<file path="src/rtl/axi_lite_regif_slave_pkg.sv">
`default_nettype none
// ============================================================================
//  Module   : axi_lite_pkg
//  Purpose  : Shared response codes and FSM state encodings for the AXI4-Lite
//             register-interface slave.
//  Contents : RESP_OKAY / RESP_SLVERR, write FSM states, read FSM states.
//  Revision : 1.0 - initial release
// ============================================================================
package axi_lite_pkg;

    localparam logic [1:0] RESP_OKAY   = 2'b00;
    localparam logic [1:0] RESP_SLVERR = 2'b10;

    typedef enum logic [1:0] {
        W_IDLE = 2'd0,
        W_EXEC = 2'd1,
        W_RESP = 2'd2
    } w_state_t;

    typedef enum logic [1:0] {
        R_IDLE = 2'd0,
        R_WAIT = 2'd1,
        R_RESP = 2'd2
    } r_state_t;

endpackage
`default_nettype wire

</file>
<file path="src/rtl/axi_lite_regif_slave_if.sv">
`default_nettype none
// ============================================================================
//  Module   : axi_lite_regif_slave_if
//  Purpose  : AXI4-Lite bus bundle (AW, W, B, AR, R channels).
//  Modports : master - drives addresses/data/ready-for-response
//             slave  - drives channel readies and responses
//  Revision : 1.0 - initial release
// ============================================================================
interface axi_lite_regif_slave_if #(
    parameter int ADDR_W = 8,
    parameter int DATA_W = 32
);
    localparam int STRB_W = DATA_W / 8;

    logic [ADDR_W-1:0] AWADDR;
    logic              AWVALID;
    logic              AWREADY;
    logic [DATA_W-1:0] WDATA;
    logic [STRB_W-1:0] WSTRB;
    logic              WVALID;
    logic              WREADY;
    logic [1:0]        BRESP;
    logic              BVALID;
    logic              BREADY;
    logic [ADDR_W-1:0] ARADDR;
    logic              ARVALID;
    logic              ARREADY;
    logic [DATA_W-1:0] RDATA;
    logic [1:0]        RRESP;
    logic              RVALID;
    logic              RREADY;

    modport master (
        output AWADDR, AWVALID, WDATA, WSTRB, WVALID, BREADY,
        output ARADDR, ARVALID, RREADY,
        input  AWREADY, WREADY, BRESP, BVALID,
        input  ARREADY, RDATA, RRESP, RVALID
    );

    modport slave (
        input  AWADDR, AWVALID, WDATA, WSTRB, WVALID, BREADY,
        input  ARADDR, ARVALID, RREADY,
        output AWREADY, WREADY, BRESP, BVALID,
        output ARREADY, RDATA, RRESP, RVALID
    );

endinterface
`default_nettype wire

</file>
<file path="src/rtl/axi_lite_regif_slave_rd_path.sv">
`default_nettype none
// ============================================================================
//  Module   : axi_lite_rd_path
//  Purpose  : AXI4-Lite read channel engine. Accepts one AR, decodes the
//             register index, issues a one-cycle backend read request and
//             waits (bounded by RD_TIMEOUT) for the backend completion.
//  Ports    : clk/rst            - clock, synchronous active-high reset
//             i_araddr/i_arvalid/o_arready - AR channel
//             o_rdata/o_rresp/o_rvalid/i_rready - R channel
//             o_rd_en/o_rd_idx   - backend read request
//             i_rd_data/i_rd_valid/i_rd_err - backend completion
//  Revision : 1.0 - initial release
// ============================================================================
module axi_lite_rd_path
    import axi_lite_pkg::*;
#(
    parameter int ADDR_W     = 8,
    parameter int DATA_W     = 32,
    parameter int NUM_REGS   = 32,
    parameter int RD_TIMEOUT = 16,
    localparam int STRB_W    = DATA_W / 8,
    localparam int IDX_W     = $clog2(NUM_REGS),
    localparam int LSB       = $clog2(STRB_W),
    localparam int CNT_W     = $clog2(RD_TIMEOUT)
) (
    input  logic              clk,
    input  logic              rst,
    input  logic [ADDR_W-1:0] i_araddr,
    input  logic              i_arvalid,
    output logic              o_arready,
    output logic [DATA_W-1:0] o_rdata,
    output logic [1:0]        o_rresp,
    output logic              o_rvalid,
    input  logic              i_rready,
    output logic              o_rd_en,
    output logic [IDX_W-1:0]  o_rd_idx,
    input  logic [DATA_W-1:0] i_rd_data,
    input  logic              i_rd_valid,
    input  logic              i_rd_err
);
    localparam int FULL_W = ADDR_W - LSB;

    r_state_t          r_state;
    r_state_t          w_next;
    logic [CNT_W-1:0]  r_cnt;
    logic [IDX_W-1:0]  r_idx;
    logic [DATA_W-1:0] r_rdata;
    logic [1:0]        r_rresp;

    logic              w_arready;
    logic              w_ar_hs;
    logic              w_ar_ok;
    logic              w_cnt_last;
    logic [FULL_W-1:0] w_ar_full;

    assign w_arready  = (r_state == R_IDLE);
    assign w_ar_hs    = i_arvalid && w_arready;
    assign w_ar_full  = i_araddr[ADDR_W-1:LSB];
    assign w_ar_ok    = (32'(w_ar_full) < 32'(NUM_REGS));
    assign w_cnt_last = (r_cnt == CNT_W'(RD_TIMEOUT - 1));

    always_ff @(posedge clk) begin
        if (rst) begin
            r_state <= R_IDLE;
        end else begin
            r_state <= w_next;
        end
    end

    // rd_en is the first R_WAIT cycle (counter still 0); rd_valid in the
    // final count cycle completes normally rather than timing out.
    always_comb begin
        w_next   = r_state;
        o_rd_en  = 1'b0;
        o_rvalid = 1'b0;
        case (r_state)
            R_IDLE: begin
                if (w_ar_hs) begin
                    w_next = w_ar_ok ? R_WAIT : R_RESP;
                end
            end
            R_WAIT: begin
                o_rd_en = (r_cnt == '0);
                if (i_rd_valid || w_cnt_last) begin
                    w_next = R_RESP;
                end
            end
            R_RESP: begin
                o_rvalid = 1'b1;
                if (i_rready) begin
                    w_next = R_IDLE;
                end
            end
            default: w_next = R_IDLE;
        endcase
    end

    always_ff @(posedge clk) begin
        if (rst) begin
            r_cnt   <= '0;
            r_idx   <= '0;
            r_rdata <= '0;
            r_rresp <= RESP_OKAY;
        end else begin
            if (w_ar_hs) begin
                r_cnt <= '0;
                r_idx <= i_araddr[LSB +: IDX_W];
                if (!w_ar_ok) begin
                    r_rdata <= '0;
                    r_rresp <= RESP_SLVERR;
                end
            end else if (r_state == R_WAIT) begin
                if (i_rd_valid) begin
                    r_rdata <= i_rd_data;
                    r_rresp <= i_rd_err ? RESP_SLVERR : RESP_OKAY;
                end else if (w_cnt_last) begin
                    r_rdata <= '0;
                    r_rresp <= RESP_SLVERR;
                end else begin
                    r_cnt <= r_cnt + 1'b1;
                end
            end
        end
    end

    assign o_arready = w_arready;
    assign o_rdata   = r_rdata;
    assign o_rresp   = r_rresp;
    assign o_rd_idx  = r_idx;

endmodule
`default_nettype wire

</file>
<file path="src/rtl/axi_lite_regif_slave.sv">
`default_nettype none
// ============================================================================
//  Module   : axi_lite_regif_slave
//  Purpose  : Parametrised AXI4-Lite slave front end for the SPI bridge
//             register bank. Translates AXI writes/reads into single-cycle
//             backend strobes; holds no register storage itself.
//  Ports    : ACLK/ARESET - clock, synchronous active-high reset
//             s_axi       - AXI4-Lite slave modport (AW/W/B/AR/R)
//             wr_en/wr_idx/wr_data/wr_strb/wr_err - backend write port
//             rd_en/rd_idx/rd_data/rd_valid/rd_err - backend read port
//  Revision : 1.0 - initial release
// ============================================================================
module axi_lite_regif_slave
    import axi_lite_pkg::*;
#(
    parameter int ADDR_W     = 8,
    parameter int DATA_W     = 32,
    parameter int NUM_REGS   = 32,
    parameter int RD_TIMEOUT = 16,
    localparam int STRB_W    = DATA_W / 8,
    localparam int IDX_W     = $clog2(NUM_REGS),
    localparam int LSB       = $clog2(STRB_W)
) (
    input  logic                   ACLK,
    input  logic                   ARESET,
    axi_lite_regif_slave_if.slave  s_axi,
    output logic                   wr_en,
    output logic [IDX_W-1:0]       wr_idx,
    output logic [DATA_W-1:0]      wr_data,
    output logic [STRB_W-1:0]      wr_strb,
    input  logic                   wr_err,
    output logic                   rd_en,
    output logic [IDX_W-1:0]       rd_idx,
    input  logic [DATA_W-1:0]      rd_data,
    input  logic                   rd_valid,
    input  logic                   rd_err
);
    localparam int FULL_W = ADDR_W - LSB;

    // ------------------------------------------------------------------
    // Write path
    // ------------------------------------------------------------------
    w_state_t          r_wstate;
    w_state_t          w_wnext;
    logic              r_aw_got;
    logic              r_w_got;
    logic              r_aw_ok;
    logic [IDX_W-1:0]  r_wr_idx;
    logic [DATA_W-1:0] r_wr_data;
    logic [STRB_W-1:0] r_wr_strb;
    logic [1:0]        r_bresp;

    logic              w_awready;
    logic              w_wready;
    logic              w_aw_hs;
    logic              w_w_hs;
    logic              w_aw_ok;
    logic              w_bvalid;
    logic              w_wr_en;
    logic [FULL_W-1:0] w_aw_full;

    // AW and W are captured independently; each ready drops once its own
    // beat is held and both reopen only after the B handshake.
    assign w_awready = (r_wstate == W_IDLE) && !r_aw_got;
    assign w_wready  = (r_wstate == W_IDLE) && !r_w_got;
    assign w_aw_hs   = s_axi.AWVALID && w_awready;
    assign w_w_hs    = s_axi.WVALID && w_wready;
    assign w_aw_full = s_axi.AWADDR[ADDR_W-1:LSB];
    assign w_aw_ok   = (32'(w_aw_full) < 32'(NUM_REGS));

    always_ff @(posedge ACLK) begin
        if (ARESET) begin
            r_wstate <= W_IDLE;
        end else begin
            r_wstate <= w_wnext;
        end
    end

    always_comb begin
        w_wnext  = r_wstate;
        w_wr_en  = 1'b0;
        w_bvalid = 1'b0;
        case (r_wstate)
            W_IDLE: begin
                if ((r_aw_got || w_aw_hs) && (r_w_got || w_w_hs)) begin
                    w_wnext = W_EXEC;
                end
            end
            W_EXEC: begin
                w_wr_en = r_aw_ok;
                w_wnext = W_RESP;
            end
            W_RESP: begin
                w_bvalid = 1'b1;
                if (s_axi.BREADY) begin
                    w_wnext = W_IDLE;
                end
            end
            default: w_wnext = W_IDLE;
        endcase
    end

    always_ff @(posedge ACLK) begin
        if (ARESET) begin
            r_aw_got  <= 1'b0;
            r_w_got   <= 1'b0;
            r_aw_ok   <= 1'b0;
            r_wr_idx  <= '0;
            r_wr_data <= '0;
            r_wr_strb <= '0;
            r_bresp   <= RESP_OKAY;
        end else begin
            if (w_aw_hs) begin
                r_aw_got <= 1'b1;
                r_aw_ok  <= w_aw_ok;
                r_wr_idx <= s_axi.AWADDR[LSB +: IDX_W];
            end
            if (w_w_hs) begin
                r_w_got   <= 1'b1;
                r_wr_data <= s_axi.WDATA;
                r_wr_strb <= s_axi.WSTRB;
            end
            // wr_err is only meaningful while wr_en is high in W_EXEC.
            if (r_wstate == W_EXEC) begin
                r_aw_got <= 1'b0;
                r_w_got  <= 1'b0;
                r_bresp  <= (!r_aw_ok || wr_err) ? RESP_SLVERR : RESP_OKAY;
            end
        end
    end

    assign s_axi.AWREADY = w_awready;
    assign s_axi.WREADY  = w_wready;
    assign s_axi.BVALID  = w_bvalid;
    assign s_axi.BRESP   = r_bresp;
    assign wr_en         = w_wr_en;
    assign wr_idx        = r_wr_idx;
    assign wr_data       = r_wr_data;
    assign wr_strb       = r_wr_strb;

    // ------------------------------------------------------------------
    // Read path
    // ------------------------------------------------------------------
    axi_lite_rd_path #(
        .ADDR_W     (ADDR_W),
        .DATA_W     (DATA_W),
        .NUM_REGS   (NUM_REGS),
        .RD_TIMEOUT (RD_TIMEOUT)
    ) u_rd_path (
        .clk        (ACLK),
        .rst        (ARESET),
        .i_araddr   (s_axi.ARADDR),
        .i_arvalid  (s_axi.ARVALID),
        .o_arready  (s_axi.ARREADY),
        .o_rdata    (s_axi.RDATA),
        .o_rresp    (s_axi.RRESP),
        .o_rvalid   (s_axi.RVALID),
        .i_rready   (s_axi.RREADY),
        .o_rd_en    (rd_en),
        .o_rd_idx   (rd_idx),
        .i_rd_data  (rd_data),
        .i_rd_valid (rd_valid),
        .i_rd_err   (rd_err)
    );

endmodule
`default_nettype wire
</file>
<file path="src/flat_wrapper.sv">
// flat-port wrapper written by rule: the top's interface ports become plain ports
module axi_lite_regif_slave_flat import axi_lite_pkg::*;
#(
    parameter int ADDR_W     = 8,
    parameter int DATA_W     = 32,
    parameter int NUM_REGS   = 32,
    parameter int RD_TIMEOUT = 16,
    localparam int STRB_W    = DATA_W / 8,
    localparam int IDX_W     = $clog2(NUM_REGS),
    localparam int LSB       = $clog2(STRB_W)
)
  (ACLK, ARESET, wr_en, wr_idx, wr_data, wr_strb, wr_err, rd_en, rd_idx, rd_data, rd_valid, rd_err, s_axi_AWADDR, s_axi_AWVALID, s_axi_WDATA, s_axi_WSTRB, s_axi_WVALID, s_axi_BREADY, s_axi_ARADDR, s_axi_ARVALID, s_axi_RREADY, s_axi_AWREADY, s_axi_WREADY, s_axi_BRESP, s_axi_BVALID, s_axi_ARREADY, s_axi_RDATA, s_axi_RRESP, s_axi_RVALID);
  axi_lite_regif_slave_if #(.ADDR_W(ADDR_W), .DATA_W(DATA_W)) s_axi_i ();
  input  logic ACLK;
  input  logic ARESET;
  output logic wr_en;
  output logic [IDX_W-1:0] wr_idx;
  output logic [DATA_W-1:0] wr_data;
  output logic [STRB_W-1:0] wr_strb;
  input  logic wr_err;
  output logic rd_en;
  output logic [IDX_W-1:0] rd_idx;
  input  logic [DATA_W-1:0] rd_data;
  input  logic rd_valid;
  input  logic rd_err;
  input wire logic [$bits(s_axi_i.AWADDR)-1:0] s_axi_AWADDR;
  input wire logic [$bits(s_axi_i.AWVALID)-1:0] s_axi_AWVALID;
  input wire logic [$bits(s_axi_i.WDATA)-1:0] s_axi_WDATA;
  input wire logic [$bits(s_axi_i.WSTRB)-1:0] s_axi_WSTRB;
  input wire logic [$bits(s_axi_i.WVALID)-1:0] s_axi_WVALID;
  input wire logic [$bits(s_axi_i.BREADY)-1:0] s_axi_BREADY;
  input wire logic [$bits(s_axi_i.ARADDR)-1:0] s_axi_ARADDR;
  input wire logic [$bits(s_axi_i.ARVALID)-1:0] s_axi_ARVALID;
  input wire logic [$bits(s_axi_i.RREADY)-1:0] s_axi_RREADY;
  output wire logic [$bits(s_axi_i.AWREADY)-1:0] s_axi_AWREADY;
  output wire logic [$bits(s_axi_i.WREADY)-1:0] s_axi_WREADY;
  output wire logic [$bits(s_axi_i.BRESP)-1:0] s_axi_BRESP;
  output wire logic [$bits(s_axi_i.BVALID)-1:0] s_axi_BVALID;
  output wire logic [$bits(s_axi_i.ARREADY)-1:0] s_axi_ARREADY;
  output wire logic [$bits(s_axi_i.RDATA)-1:0] s_axi_RDATA;
  output wire logic [$bits(s_axi_i.RRESP)-1:0] s_axi_RRESP;
  output wire logic [$bits(s_axi_i.RVALID)-1:0] s_axi_RVALID;
  assign s_axi_i.AWADDR = s_axi_AWADDR;
  assign s_axi_i.AWVALID = s_axi_AWVALID;
  assign s_axi_i.WDATA = s_axi_WDATA;
  assign s_axi_i.WSTRB = s_axi_WSTRB;
  assign s_axi_i.WVALID = s_axi_WVALID;
  assign s_axi_i.BREADY = s_axi_BREADY;
  assign s_axi_i.ARADDR = s_axi_ARADDR;
  assign s_axi_i.ARVALID = s_axi_ARVALID;
  assign s_axi_i.RREADY = s_axi_RREADY;
  assign s_axi_AWREADY = s_axi_i.AWREADY;
  assign s_axi_WREADY = s_axi_i.WREADY;
  assign s_axi_BRESP = s_axi_i.BRESP;
  assign s_axi_BVALID = s_axi_i.BVALID;
  assign s_axi_ARREADY = s_axi_i.ARREADY;
  assign s_axi_RDATA = s_axi_i.RDATA;
  assign s_axi_RRESP = s_axi_i.RRESP;
  assign s_axi_RVALID = s_axi_i.RVALID;
  axi_lite_regif_slave #(.ADDR_W(ADDR_W), .DATA_W(DATA_W), .NUM_REGS(NUM_REGS), .RD_TIMEOUT(RD_TIMEOUT)) u_core (.ACLK(ACLK), .ARESET(ARESET), .s_axi(s_axi_i), .wr_en(wr_en), .wr_idx(wr_idx), .wr_data(wr_data), .wr_strb(wr_strb), .wr_err(wr_err), .rd_en(rd_en), .rd_idx(rd_idx), .rd_data(rd_data), .rd_valid(rd_valid), .rd_err(rd_err));
endmodule
</file>
<file path="config.mk">
export PLATFORM = sky130hd
export DESIGN_NAME = axi_lite_regif_slave_flat
export DESIGN_NICKNAME = d
export VERILOG_FILES = /design/src/rtl/axi_lite_regif_slave_pkg.sv /design/src/rtl/axi_lite_regif_slave_if.sv /design/src/rtl/axi_lite_regif_slave_rd_path.sv /design/src/rtl/axi_lite_regif_slave.sv /design/src/flat_wrapper.sv
export SDC_FILE = /design/constraint.sdc
export NUM_CORES = 1
export LEC_CHECK = 0
export BUFFER_PORTS_ARGS = -buffer_cell sky130_fd_sc_hd__buf_2
export CAP_MARGIN = 0
export CORE_MARGIN = 2
export CORE_UTILIZATION = 35
export DETAILED_ROUTE_END_ITERATION = 8
export PLACE_DENSITY = 0.68
export REMOVE_ABC_BUFFERS = 1
export SLEW_MARGIN = 20
export SYNTH_ARGS = -nofsm -noshare
export SYNTH_HDL_FRONTEND = slang
export SYNTH_SLANG_ARGS = --single-unit
</file>
<file path="constraint.sdc">
create_clock -name ACLK -period 3.9 [get_ports ACLK]
set_clock_uncertainty 0.1 [all_clocks]
set_input_delay 0.195 -clock ACLK [delete_from_list [all_inputs] [get_ports ACLK]]
set_output_delay 0.195 -clock ACLK [all_outputs]
set_load 0.05 [all_outputs]
</file>
# [Yosys cells after proc, flatten, opt, wreduce, memory -nomap -nowiden]
# Index checks and enable logic that the tools add are counted.
[totals] register_bits=93 word_cells=77
[op_classes] n_addsub=1 order_cmp=2 eq_ne=11 n_mux=24 bitwise=2 n_reduce_logical=24
[ops] operator="32-bit 2-to-1 mux" n=5
[ops] operator="2-bit 2-to-1 mux" n=13
[ops] operator="6-bit < comparator (second input constant)" n=2
[ops] operator="2-bit case mux with 3 select lines" n=2
[ops] operator="2-bit inequality test (second input constant)" n=5
[ops] operator="3-bit AND reduction" n=3
[ops] operator="1-bit logical AND" n=6
[ops] operator="4-bit by 1-bit adder with 4-bit output (second input constant)" n=1
[ops] operator="2-bit by 1-bit == test with 1-bit output (second input constant)" n=2
[ops] operator="2-bit == test (second input constant)" n=2
[ops] operator="4-bit == test (second input constant)" n=1
[ops] operator="2-bit logical NOT" n=2
[ops] operator="4-bit logical NOT" n=1
[ops] operator="1-bit logical OR" n=4
[ops] operator="1-bit 2-to-1 mux" n=4
[ops] operator="2-bit OR reduction" n=2
[ops] operator="1-bit logical NOT" n=3
[ops] operator="3-bit nonzero test" n=1
[ops] operator="2-bit by 1-bit inequality test with 1-bit output (second input constant)" n=1
[ops] operator="1-bit inverter" n=2
[ops] operator="2-bit AND reduction" n=1
[ops] operator="2-bit nonzero test" n=1

# [Longest topological paths before layout]
[logic_depth] word_depth=7 ltp_mapped=6 ltp_nobuf=4

# [Modules after synthesis]
# From an unflattened synthesis, not the netlist that was laid out.
[hier_totals] cells_unflattened=468 hier_area_um2=4503.1
[by_module_without_submodules] mod="axi_lite_rd_path" instances=1 cells_per_inst=256 area_per_inst_um2=2333.5
[by_module_without_submodules] mod="axi_lite_regif_slave" instances=1 cells_per_inst=212 area_per_inst_um2=2169.6

# [Worst setup path before layout]
# No wires, ideal clock.
[synth_timing] kind="register -> output" start="register u_core.u_rd_path.r_state[0]" end="output port rd_en" arrival_time_ns=2.255 required_time_ns=3.605 path_slack_ns=1.350 stages_incl_launch_ff=4 cell_sequence="dfxtp_1 -> buf_2 -> nand2b_1 -> nor4b_1"
[synth_between] elab_chain_len=2
[synth_lines] element="start: declaration" line="axi_lite_regif_slave_rd_path.sv:43" text="r_state_t r_state;"
[synth_lines] element="start signal: assignment" line="axi_lite_regif_slave_rd_path.sv:66" text="r_state <= w_next;"
[synth_lines] element="2-bit by 1-bit == test with 1-bit output" line="axi_lite_regif_slave_rd_path.sv:76" text="case (r_state)"
[synth_lines] element="1-bit 2-to-1 mux" line="axi_lite_regif_slave_rd_path.sv:76"
[synth_lines] element="end: declaration" line="flat_wrapper.sv:21" text="output logic rd_en;"
# No other way between the ends.

# [Final worst setup path]
[layout_timing] start="register u_core.u_rd_path.r_cnt[1]" end="register u_core.u_rd_path.r_rdata[31] (netlist: u_core.u_rd_path.o_rdata[31])"
[layout_between] elab_chain_len=3
[layout_lines] element="start: declaration" line="axi_lite_regif_slave_rd_path.sv:45" text="logic [CNT_W-1:0] r_cnt;"
[layout_lines] element="start signal: assignment" line="axi_lite_regif_slave_rd_path.sv:120" text="r_cnt <= r_cnt + 1'b1;"
[layout_lines] element="4-bit == test" line="axi_lite_regif_slave_rd_path.sv:60" text="assign w_cnt_last = (r_cnt == CNT_W'(RD_TIMEOUT - 1));"
[layout_lines] element="3-bit nonzero test (no line)"
[layout_lines] element="3-bit AND reduction (no line)"
[layout_lines] element="end signal: assignment" line="axi_lite_regif_slave_rd_path.sv:114" text="r_rdata <= i_rd_data;"
[layout_lines] element="end: declaration" line="axi_lite_regif_slave_rd_path.sv:47" text="logic [DATA_W-1:0] r_rdata;"
# No other way between the ends.
# A chain may end at the register's enable or synchronous reset.

==> metrics.yaml <==
sta:
  worst_pin_slew_ns: 1.08
  hold_viol: 0
  layout_min_cycle_time_ns: 2.16
  rsz0062_at_grt: "no"
  holdWs_ns: 0.0123
  slew_viol_final: 0
  setup_viol: 0
  fin_crit_sh_pct: 55.4
  fmax_ghz: 0.463
  slew_headroom_pct: 27.8
  setup-tns-final_ns: 0
final_layout:
  fin_nets: 752
  seq_area_um2: 1820
  final_util_pct: 54.5
  area_growth_pct: 51.1
  drive_gt1_share_pct: 31.3
  post_layout_nonfiller_instances: 797
  nFillCells: 908
  multiInputGateArea_um2: 1640
  num_antenna_cells: 0
  layout_common_cells: "buf_2 (176), dfxtp_1 (91), dlygate4sd3_1 (79), nand2_1 (72), a21oi_1 (42)"
  final_area_um2: 5600
  layout_commonest_cell: "buf_2"
logic_synthesis:
  syn_area_um2: 3700
  yosys_warnings: 0
  synth_flop_cell: "dfxtp_1"
  syn_avg_cell_area_um2: 8.76
  ys_seq_elements: 91
  synthCells: 423
  synthDistinctLibCells: 40
  postSynth.asyncResetShare_pct: 0
  synth_edf_count: 0
  ys_seq_area_share_pct: 49.2
worst_setup_path:
  start_kind: "flop"
  crit_fanout: 32
  required_ns: 4.00
  worstPathArrival_ns: 2.26
  critPathKind: "flop to flop"
  end_kind: "flop"
detailed_routing:
  drcViolationCount: 0
  viasPerCell: 5.04
  ant_nets: 0
  routed-via-count: 4016
  routed_wl_um: 11200
  firstDrtPassIters: 5
  first_iter_violations: 355
  wl_per_cell_um: 14.0
cts:
  tritoncts: "done"
  post_cts_resized: 0
  clkSinkCount: 91
  htree_num_levels: 3
  clk_pin_slew_ns: 0.10
  numCtsBuffers: 9
  cts_buffer_depth: 2
  cts_setup_buffers: 0
  cts.hold.buffers_added: 78
  ctsRootBufferMaster: "clkbuf_8"
  clk_latency_ns: 0.36
floorplan:
  die_h_um: 107
  row_count: 37
  initial_core_util_pct: 36.0
  die_x_um: 107
  dieArea_um2: 11400
  io_pins: 183
  coreArea_um2: 10300
place:
  dp.cells: 702
  dpl_cell_area_um2: 4580
  place.gp.congestion: 0.751
  port_buffers: 176
  dp_hpwl_um: 6670
global_routing:
  grt_pass1_vias: 3808
  overflow: 0
  grt_max_degree: 68
  grt_antenna_before_repair: 0
  track_usage_pct: 19.0
  grt_first_pass_wirelength_um: 17500
job:
  drv_cap: 0
hold_path:
  hold_class: "primary input to flop"
power_and_ir_drop:
  ir_drop_v: 0.000260
  p_per_area_nw_per_um2: 409
  p_leak_uw: 0.00249
outcome:
  status: "finished clean"
registers in the layout, summed over array words and instances (netlist names):
signal / flops
u_core.r_aw_got: 1
u_core.r_aw_ok: 1
u_core.r_w_got: 1
u_core.r_wstate: 2
u_core.s_axi.BRESP: 1
u_core.u_rd_path.o_rd_idx: 5
u_core.u_rd_path.o_rdata: 32
u_core.u_rd_path.o_rresp: 1
u_core.u_rd_path.r_cnt: 4
u_core.u_rd_path.r_state: 2
u_core.wr_data: 32
u_core.wr_idx: 5
u_core.wr_strb: 4
metrics by stage:
stage,worst slack (ns),total power (uW)
after global routing,1.58,2390
after CTS,1.73,2310
after global placement,1.85,1500
final,1.74,2290
after detailed placement,1.74,1510
after floorplan,0.414,1360
synthesized netlist by cell type, drive strengths merged (2+ instances only):
cell / instances / share of area, %
a21oi: 42 / 5.7
a31oi: 2 / 0.34
a32oi: 32 / 7.6
and2: 2 / 0.34
buf: 21 / 4.5
clkbuf: 18 / 1.8
dfxtp: 91 / 49
ha: 2 / 0.68
inv: 7 / 0.71
mux2i: 11 / 3.0
nand2: 73 / 7.5
nand3: 37 / 5.0
nor2: 19 / 1.9
nor2b: 5 / 0.84
nor3: 6 / 0.81
nor4b: 3 / 1.5
o21ai: 35 / 4.7
o31a: 2 / 0.47
worst max-delay path, cell delays in order (launching register included):
cell and delay (ns):
dfxtp_1 0.38, ha_1 0.22, a31o_2 0.21, and2_1 0.85, o21ai_0 0.24
per-layer routing:
layer / vias up / global-route usage, % / part of all wire (%)
met4: 0 / 8.53 / 2.3
met3: 18 / 6.75 / 9.6
li1: 1966 / - / -
met1: 1845 / 22.3 / 42
met2: 187 / 31.0 / 46
met5: - / 0 / 0
area by class of cell:
| cell class | count | share of cell area (%) |
|---|---|---|
| Clock buffer | 9 | 2.21 |
| Clock inverter | 7 | 1.88 |
| Inverter | 7 | 0.469 |
| Multi-Input combinational cell | 287 | 29.3 |
| Sequential cell | 91 | 32.6 |
| Tap cell | 136 | 3.04 |
| Timing Repair Buffer | 260 | 30.5 |
power breakdown:
part / internal [uW] / total, uW / switching [uW]
clock: 372 / 731 / 359
sequential: 982 / 1020 / 36.7
combinational: 179 / 539 / 360
total: 1530 / 2290 / 755
final timing paths:
check                                         startpoint                                        end  slack (ns)  cells past startpoint
setup reg to reg  u_core.u_rd_path.r_cnt[1]$_SDFFE_PP0P_  u_core.u_rd_path.o_rdata[31]$_SDFFE_PP0P_        1.74                      4
hold / removal                           s_axi_WDATA[29]            u_core.wr_data[29]$_SDFFE_PP0P_        0.01                      3
hold reg to reg           u_core.wr_strb[2]$_SDFFE_PP0P_             u_core.wr_strb[2]$_SDFFE_PP0P_        0.36                      2
setup / recovery  u_core.u_rd_path.r_cnt[1]$_SDFFE_PP0P_  u_core.u_rd_path.o_rdata[31]$_SDFFE_PP0P_        1.74                      4
cell families (layout without fill, tap and decap cells):
group / after synthesis / in the layout / synth area share (%)
buffers and inverters: 46 / 283 / 7.03
AND/OR/NAND/NOR: 153 / 153 / 19.9
flip-flops: 91 / 91 / 49.2
AO/OA/AOI/OAI: 118 / 118 / 19.9
multiplexers: 12 / 12 / 3.28
adder cells (fa/ha/maj): 2 / 2 / 0.676
other: 1 / 2 / 0.101
Note: power is estimated with default switching activity, not from simulation.
